## config.mk

```make
export PLATFORM = sky130hd
export DESIGN_NAME = ddr_cmd_decoder
export DESIGN_NICKNAME = d
export VERILOG_FILES = /design/src/rtl/ddr_cmd_pkg.sv /design/src/rtl/ddr_cmd_decoder_parity.sv /design/src/rtl/ddr_cmd_decoder.sv
export SDC_FILE = /design/constraint.sdc
export NUM_CORES = 1
export LEC_CHECK = 0
export CAP_MARGIN = 10
export CORE_MARGIN = 8
export CORE_UTILIZATION = 40
export DETAILED_ROUTE_END_ITERATION = 10
export PLACE_DENSITY_LB_ADDON = 0.05
export SYNTH_ARGS = -nofsm -noshare
export SYNTH_HDL_FRONTEND = slang
export SYNTH_SLANG_ARGS = --single-unit
```

## constraint.sdc

```tcl
create_clock -name clk -period 2.7 [get_ports clk]
set_input_delay 0.54 -clock clk [delete_from_list [all_inputs] [get_ports clk]]
set_output_delay 0.54 -clock clk [all_outputs]
set_load 0.02 [all_outputs]
```

## src/rtl/ddr_cmd_pkg.sv

```systemverilog
// Shared types and encodings for the DDR4 command decoder.
// Build macro CMDDEC_CA_PARITY_EN enables CA parity checking in the top.
package ddr_cmd_pkg;

   typedef enum logic [1:0] {
      ACTIVE  = 2'd0,
      PWRDN   = 2'd1,
      SELFREF = 2'd2
   } pwr_state_t;

   typedef enum logic [3:0] {
      CMD_NOP,
      CMD_ACT,
      CMD_MRW,
      CMD_REF,
      CMD_PR,
      CMD_PRA,
      CMD_WR,
      CMD_WRA,
      CMD_RD,
      CMD_RDA,
      CMD_CFG,
      CMD_RSVD
   } cmd_t;

   // {ras_n, cas_n, we_n} encodings when act_n is high
   localparam logic [2:0] RCW_MRW  = 3'b000;
   localparam logic [2:0] RCW_REF  = 3'b001;
   localparam logic [2:0] RCW_PR   = 3'b010;
   localparam logic [2:0] RCW_RSVD = 3'b011;
   localparam logic [2:0] RCW_WR   = 3'b100;
   localparam logic [2:0] RCW_RD   = 3'b101;
   localparam logic [2:0] RCW_CFG  = 3'b110;
   localparam logic [2:0] RCW_NOP  = 3'b111;

   localparam int A10_BIT = 10;

   function automatic cmd_t decode_cmd(input logic act_n, input logic [2:0] rcw,
                                       input logic a10);
      cmd_t c;
      c = CMD_RSVD;
      if (!act_n) begin
         c = CMD_ACT;
      end else begin
         case (rcw)
            RCW_MRW:  c = CMD_MRW;
            RCW_REF:  c = CMD_REF;
            RCW_PR:   c = a10 ? CMD_PRA : CMD_PR;
            RCW_RSVD: c = CMD_RSVD;
            RCW_WR:   c = a10 ? CMD_WRA : CMD_WR;
            RCW_RD:   c = a10 ? CMD_RDA : CMD_RD;
            RCW_CFG:  c = CMD_CFG;
            default:  c = CMD_NOP;
         endcase
      end
      return c;
   endfunction

endpackage

```

## src/rtl/ddr_cmd_decoder_parity.sv

```systemverilog
// CA parity compare and alert_n stretcher; used only when CMDDEC_CA_PARITY_EN is defined.
// alert_n stays low for 4 cycles after the last parity error (retriggerable).
module ddr_ca_parity #(
   parameter int DW = 22
) (
   input  logic          clk,
   input  logic          reset_n,
   input  logic          cs_n,
   input  logic [DW-1:0] ca,
   input  logic          par,
   output logic          par_err,
   output logic          alert_n
);

   logic [2:0] stretch;

   // even parity: CA bits plus par must XOR to zero
   assign par_err = ~cs_n & (^{ca, par});
   assign alert_n = (stretch == 3'd0);

   always_ff @(posedge clk or negedge reset_n) begin
      if (!reset_n) begin
         stretch <= 3'd0;
      end else if (par_err) begin
         stretch <= 3'd4;
      end else if (stretch != 3'd0) begin
         stretch <= stretch - 3'd1;
      end
   end

endmodule

```

## src/rtl/ddr_cmd_decoder.sv

```systemverilog
// DDR4 command/address decoder: one-cycle command pulses, CKE/power-state tracking,
// saturating illegal-command counter. Optional CA parity under CMDDEC_CA_PARITY_EN.
module ddr_cmd_decoder
   import ddr_cmd_pkg::*;
#(
   parameter int BGWIDTH   = 2,
   parameter int BAWIDTH   = 2,
   parameter int ADDRWIDTH = 14,
   parameter int ERRWIDTH  = 8
) (
   input  logic                 clk,
   input  logic                 reset_n,
   input  logic                 cke,
   input  logic                 cs_n,
   input  logic                 act_n,
   input  logic                 ras_n,
   input  logic                 cas_n,
   input  logic                 we_n,
   input  logic [BGWIDTH-1:0]   bg,
   input  logic [BAWIDTH-1:0]   ba,
   input  logic [ADDRWIDTH-1:0] addr,
`ifdef CMDDEC_CA_PARITY_EN
   input  logic                 par,
   output logic                 alert_n,
`endif
   output logic [BGWIDTH-1:0]   bg_q,
   output logic [BAWIDTH-1:0]   ba_q,
   output logic [ADDRWIDTH-1:0] addr_q,
   output logic ACT, BST, CFG, CKEH, CKEL, DPD, DPDX, MRR, MRW,
   output logic PD, PDX, PR, PRA, RD, RDA, REF, SRF, WR, WRA,
   output logic [1:0]           pwr_state,
   output logic [ERRWIDTH-1:0]  err_cnt
);

   pwr_state_t ps;
   logic       cke_prev;
   cmd_t       cmd;
   logic       sel, cke_fall, cke_rise, decode_en, non_nop, err_inc, par_err;

`ifdef CMDDEC_CA_PARITY_EN
   ddr_ca_parity #(.DW(4 + BGWIDTH + BAWIDTH + ADDRWIDTH)) u_parity (
      .clk     (clk),
      .reset_n (reset_n),
      .cs_n    (cs_n),
      .ca      ({act_n, ras_n, cas_n, we_n, bg, ba, addr}),
      .par     (par),
      .par_err (par_err),
      .alert_n (alert_n)
   );
`else
   assign par_err = 1'b0;
`endif

   // LPDDR-only strobes never fire on a DDR4 device
   assign BST  = 1'b0;
   assign DPD  = 1'b0;
   assign DPDX = 1'b0;
   assign MRR  = 1'b0;

   assign pwr_state = ps;

   always_comb begin
      cmd       = decode_cmd(act_n, {ras_n, cas_n, we_n}, addr[A10_BIT]);
      sel       = ~cs_n;
      cke_fall  = cke_prev & ~cke;
      cke_rise  = ~cke_prev & cke;
      decode_en = sel && cke_prev && cke && (ps == ACTIVE) && !par_err;
      non_nop   = sel && (cmd != CMD_NOP);
      err_inc   = par_err;
      if (ps == ACTIVE) begin
         // a command other than REF/NOP on the CKE-low edge is dropped and counted
         if (cke_fall) begin
            err_inc = par_err || (non_nop && (cmd != CMD_REF));
         end else if (decode_en && (cmd == CMD_RSVD)) begin
            err_inc = 1'b1;
         end
      end else begin
         err_inc = par_err || non_nop;
      end
   end

   always_ff @(posedge clk or negedge reset_n) begin
      if (!reset_n) begin
         ps       <= ACTIVE;
         cke_prev <= 1'b1;
         err_cnt  <= '0;
         bg_q     <= '0;
         ba_q     <= '0;
         addr_q   <= '0;
         {ACT, CFG, CKEH, CKEL, MRW, PD, PDX, PR, PRA, RD, RDA, REF, SRF, WR, WRA} <= '0;
      end else begin
         {ACT, CFG, MRW, PD, PDX, PR, PRA, RD, RDA, REF, SRF, WR, WRA} <= '0;
         cke_prev <= cke;
         CKEL     <= cke_fall;
         CKEH     <= cke_rise;
         if (err_inc && (err_cnt != '1)) begin
            err_cnt <= err_cnt + ERRWIDTH'(1);
         end
         case (ps)
            ACTIVE: begin
               if (cke_fall) begin
                  if (sel && (cmd == CMD_REF)) begin
                     SRF <= 1'b1;
                     ps  <= SELFREF;
                  end else begin
                     PD  <= 1'b1;
                     ps  <= PWRDN;
                  end
               end else if (decode_en) begin
                  case (cmd)
                     CMD_ACT: ACT <= 1'b1;
                     CMD_MRW: MRW <= 1'b1;
                     CMD_REF: REF <= 1'b1;
                     CMD_PR:  PR  <= 1'b1;
                     CMD_PRA: PRA <= 1'b1;
                     CMD_WR:  WR  <= 1'b1;
                     CMD_WRA: WRA <= 1'b1;
                     CMD_RD:  RD  <= 1'b1;
                     CMD_RDA: RDA <= 1'b1;
                     CMD_CFG: CFG <= 1'b1;
                     default: ;
                  endcase
                  if ((cmd != CMD_NOP) && (cmd != CMD_RSVD)) begin
                     bg_q   <= bg;
                     ba_q   <= ba;
                     addr_q <= addr;
                  end
               end
            end
            default: begin
               if (cke) begin
                  PDX <= 1'b1;
                  ps  <= ACTIVE;
               end
            end
         endcase
      end
   end

endmodule
```

==> results.sh <==
export IMPL_timing_critical_path_max_delay_family="buffers and inverters"
export IMPL_vdd_drop_max_uv=327.2
export IMPL_cp_data_required_time_ns=2.87
export IMPL_place_gp_congestion=0.8545
export IMPL_drc=0
export IMPL_setup_worst_path_end_class="flip-flop"
export IMPL_combined_area_of_the_multi_input_logic_cells_um2=769.5
export IMPL_cell_area_after_technology_mapping_um2=1933
export IMPL_cp_slowest_stage_delay_ns=0.64
export IMPL_cts_made_buffers=5
export IMPL_ioPinCount=73
export IMPL_ys_top_cells_by_area="sky130_fd_sc_hd__dfrtp_1 56%, sky130_fd_sc_hd__mux2_1 5.8%, sky130_fd_sc_hd__mux2_2 5.8%, sky130_fd_sc_hd__nor3_1 2.1%, sky130_fd_sc_hd__buf_4 1.6%"
export IMPL_final_setup_skew_ns=0.009634
export IMPL_worst_slew_pin_tran_ns=0.9590
export IMPL_grt_antenna_before_repair=0
export IMPL_die_y_um=85.52
export IMPL_final_max_slew_violation_count=0
export IMPL_placement_cell_area_um2=2638
export IMPL_worstSkewPairLatency_ns=0.29
export IMPL_reg2reg_setup_slack_ns=0.82
export IMPL_drt_first_iter_violations=42
export IMPL_ys_seq_area_share_pct=57.02
export IMPL_maxSlewHeadroom_pct=36.07
export IMPL_run_status="completed"
export IMPL_grt_max_degree=45
export IMPL_hpwl_um=3390
export IMPL_syn_avg_cell_area_um2=12.80
export IMPL_finalInstanceArea_um2=2730
export IMPL_viasPerCell=5.144
export IMPL_fp_dieW_um=85.52
export IMPL_layout_area_seq_um2=1102
export IMPL_groute_usage_overall_pct=12.39
export IMPL_grt_pass1_vias=1483
export IMPL_critPathArrivalTime_ns=2.36
export IMPL_cts_hold_repair_buffers=0
export IMPL_antenna_cells=0
export IMPL_share_comb_of_total_power_pct=36.8
export IMPL_synth_distinct_cells=49
export IMPL_overflow=0
export IMPL_leakagePower_nw=1.163
export IMPL_filler_cell_count=403
export IMPL_net_switching_power_mw=0.6865
export IMPL_cts_sinks=44
export IMPL_initial_utilization_pct=41.20
export IMPL_finish_cell_count_without_fillers=278
export IMPL_ant_nets=0
export IMPL_cts_root_to_sink_buffers=2
export IMPL_nets=250
export IMPL_power_switching_fraction_pct=33.36
export IMPL_netlist_area_leader_share_pct=55.66
export IMPL_hold_path_class="input pin to asynchronous set/reset pin"
export IMPL_final_min_clock_period_ns=2.188
export IMPL_fp_row_count=25
export IMPL_core_footprint_um2=4692
export IMPL_dieArea_um2=7314
export IMPL_min_period_over_period_pct=81.04
export IMPL_post_cts_setup_buffers=0
export IMPL_fin_setup_tns_ns=0
export IMPL_maxCapViolCount=0
export IMPL_placed_cells_incl_taps=270
export IMPL_clockRootBuffer="sky130_fd_sc_hd__clkbuf_8"
export IMPL_mostFrequentLayoutCell="sky130_fd_sc_hd__clkdlybuf4s50_1"
export IMPL_tritoncts="yes"
export IMPL_yosysWarningCount=0
export IMPL_power_report_internal_total_mw=1.372
export IMPL_timing_worst_setup_path_type="input pin to flip-flop"
export IMPL_clock_power_share_pct=20.3
export IMPL_rsz0062_at_grt="false"
export IMPL_max_freq_mhz=457.0
export IMPL_synth_cells=151
export IMPL_routed_wl_um=4426
export IMPL_worstPathCellList="clkdlybuf4s50_1, and4b_1, nand4_1, o32ai_2, mux2_2"
export IMPL_buffer_ports_inserted=68
export IMPL_cts_reportedPaths_clkPinSlew_ns=0.08
export IMPL_setup_violations=0
export IMPL_cp_start_kind="input pin"
export IMPL_post_cts_resized_instances=0
export IMPL_wire_length_of_the_first_global_routing_pass_um=7245
export IMPL_cts_htree_levels=2
export IMPL_cp_max_fo=8
export IMPL_cp_buffers_inverters=1
export IMPL_final_layout_size_suffix_gt1_share_pct=14.29
export IMPL_routed_wire_length_per_instance_um=15.92
export IMPL_netlist_top_cell_by_area="sky130_fd_sc_hd__dfrtp_1"
export IMPL_slowest_stage="sky130_fd_sc_hd__clkdlybuf4s50_1"
export IMPL_synth_seq_cells=44
export IMPL_first_pass_iters=4
export IMPL_seq_power_share_pct=43.0
export IMPL_dr_total_vias=1430
export IMPL_layout_common_cells="67 x sky130_fd_sc_hd__clkdlybuf4s50_1, 43 x sky130_fd_sc_hd__dfrtp_1, 10 x sky130_fd_sc_hd__mux2_1, 10 x sky130_fd_sc_hd__mux2_2, 8 x sky130_fd_sc_hd__nor3_1"
export IMPL_pwr_cell_area_nw_per_um2=753.8
export IMPL_timing_hold_violations_final=0
export IMPL_areaGrowthSynthToFinish_pct=41.23
[metal layers]
| layer | global-route usage, % | wire length [um] | vias to the layer above |
|---|---|---|---|
| li1 | - | - | 676 |
| met1 | 13.90 | 1820 | 705 |
| met2 | 20.66 | 2225 | 44 |
| met3 | 4.680 | 325 | 5 |
| met4 | 5.096 | 55 | 0 |
| met5 | 0 | 0 | - |
[cells in the mapped netlist, drive strengths merged]
library cell  number
or3                1
xnor2              1
a41o               1
o21ba              1
nor4               2
xor2               1
nand4              4
dfrtp             43
a31oi              1
and3b              1
nor3               8
a21oi              2
or2                4
dfstp              1
and4b              1
and4bb             1
nor2b              1
o211ai             4
o22ai              1
a22oi              2
nor2               8
o211a              1
and2               1
o21ai              3
a21o               2
o2111ai            1
or3b               1
and3               1
a22o               1
conb               1
ha                 1
o32ai              1
mux2              21
o21a               1
nand2b             3
a211o              1
buf                7
nand2              7
nand3              4
inv                4
[power by group through the flow]
| stage | Sequential, mW | Combinational [mW] | Clock (mW) |
|---|---|---|---|
| final | 0.885 | 0.756 | 0.417 |
| after global routing | 0.905 | 0.809 | 0.458 |
| after CTS | 0.885 | 0.767 | 0.435 |
| after detailed placement | 0.898 | 0.765 | 0 |
| after global placement | 0.891 | 0.753 | 0 |
| after floorplan | 1.04 | 0.252 | 0 |
[logic make-up after synthesis]
logic type                 after synthesis  synth area share, %
other                                    1               0.1940
xor gates and xnor gates                 2               0.9063
DFF                                     44                57.02
AOI/OAI and AO/OA                       23                9.968
muxes                                   21                12.43
adders and majority gates                1               0.6471
buffers and inverters                   11                3.754
and+or+nand+nor                         48                15.08
[cell type report]
type | instances | share of cell area (%)
sequential | 44 | 40.38
multi-input combinational | 99 | 28.19
timing repair buffer | 69 | 25.02
clock buffer | 6 | 3.025
tap | 54 | 2.475
inverter | 4 | 0.5500
clock inverter | 2 | 0.3666
[through the flow]
step | hold WS [ns] | total power, mW | worst slack (ns) | util [%]
floorplan | 0.2444 | 1.294 | 0.8492 | -
global placement | 0.4670 | 1.644 | 0.3271 | 56.21
detailed placement | 0.4737 | 1.663 | 0.2266 | 56.21
CTS | 0.4291 | 2.087 | 0.5380 | 58.19
global route | 0.4728 | 2.171 | 0.4424 | 58.19
finish | 0.3963 | 2.058 | 0.5119 | 58.19
[flip-flops by register name, indices dropped and copies added (netlist names), 2 cells and up]
register	count
addr_q	14
err_cnt	8
ba_q	2
bg_q	2
pwr_state	2
[path summary, 6_finish.rpt]
| check | from | to | cells past startpoint |
|---|---|---|---|
| setup / recovery | cas_n | err_cnt[7]$_DFFE_PN0P_ | 5 |
| hold / removal | reset_n | err_cnt[6]$_DFFE_PN0P_ | 1 |
| setup reg to reg | pwr_state[1]$_DFFE_PN0P_ | err_cnt[7]$_DFFE_PN0P_ | 4 |
| hold reg to reg | addr_q[11]$_DFFE_PN0P_ | addr_q[11]$_DFFE_PN0P_ | 1 |
| max in group asynchronous | reset_n | addr_q[13]$_DFFE_PN0P_ | 1 |
| min in group clk | addr_q[11]$_DFFE_PN0P_ | addr_q[11]$_DFFE_PN0P_ | 1 |
No activity file was read; power rests on OpenSTA's default activity.
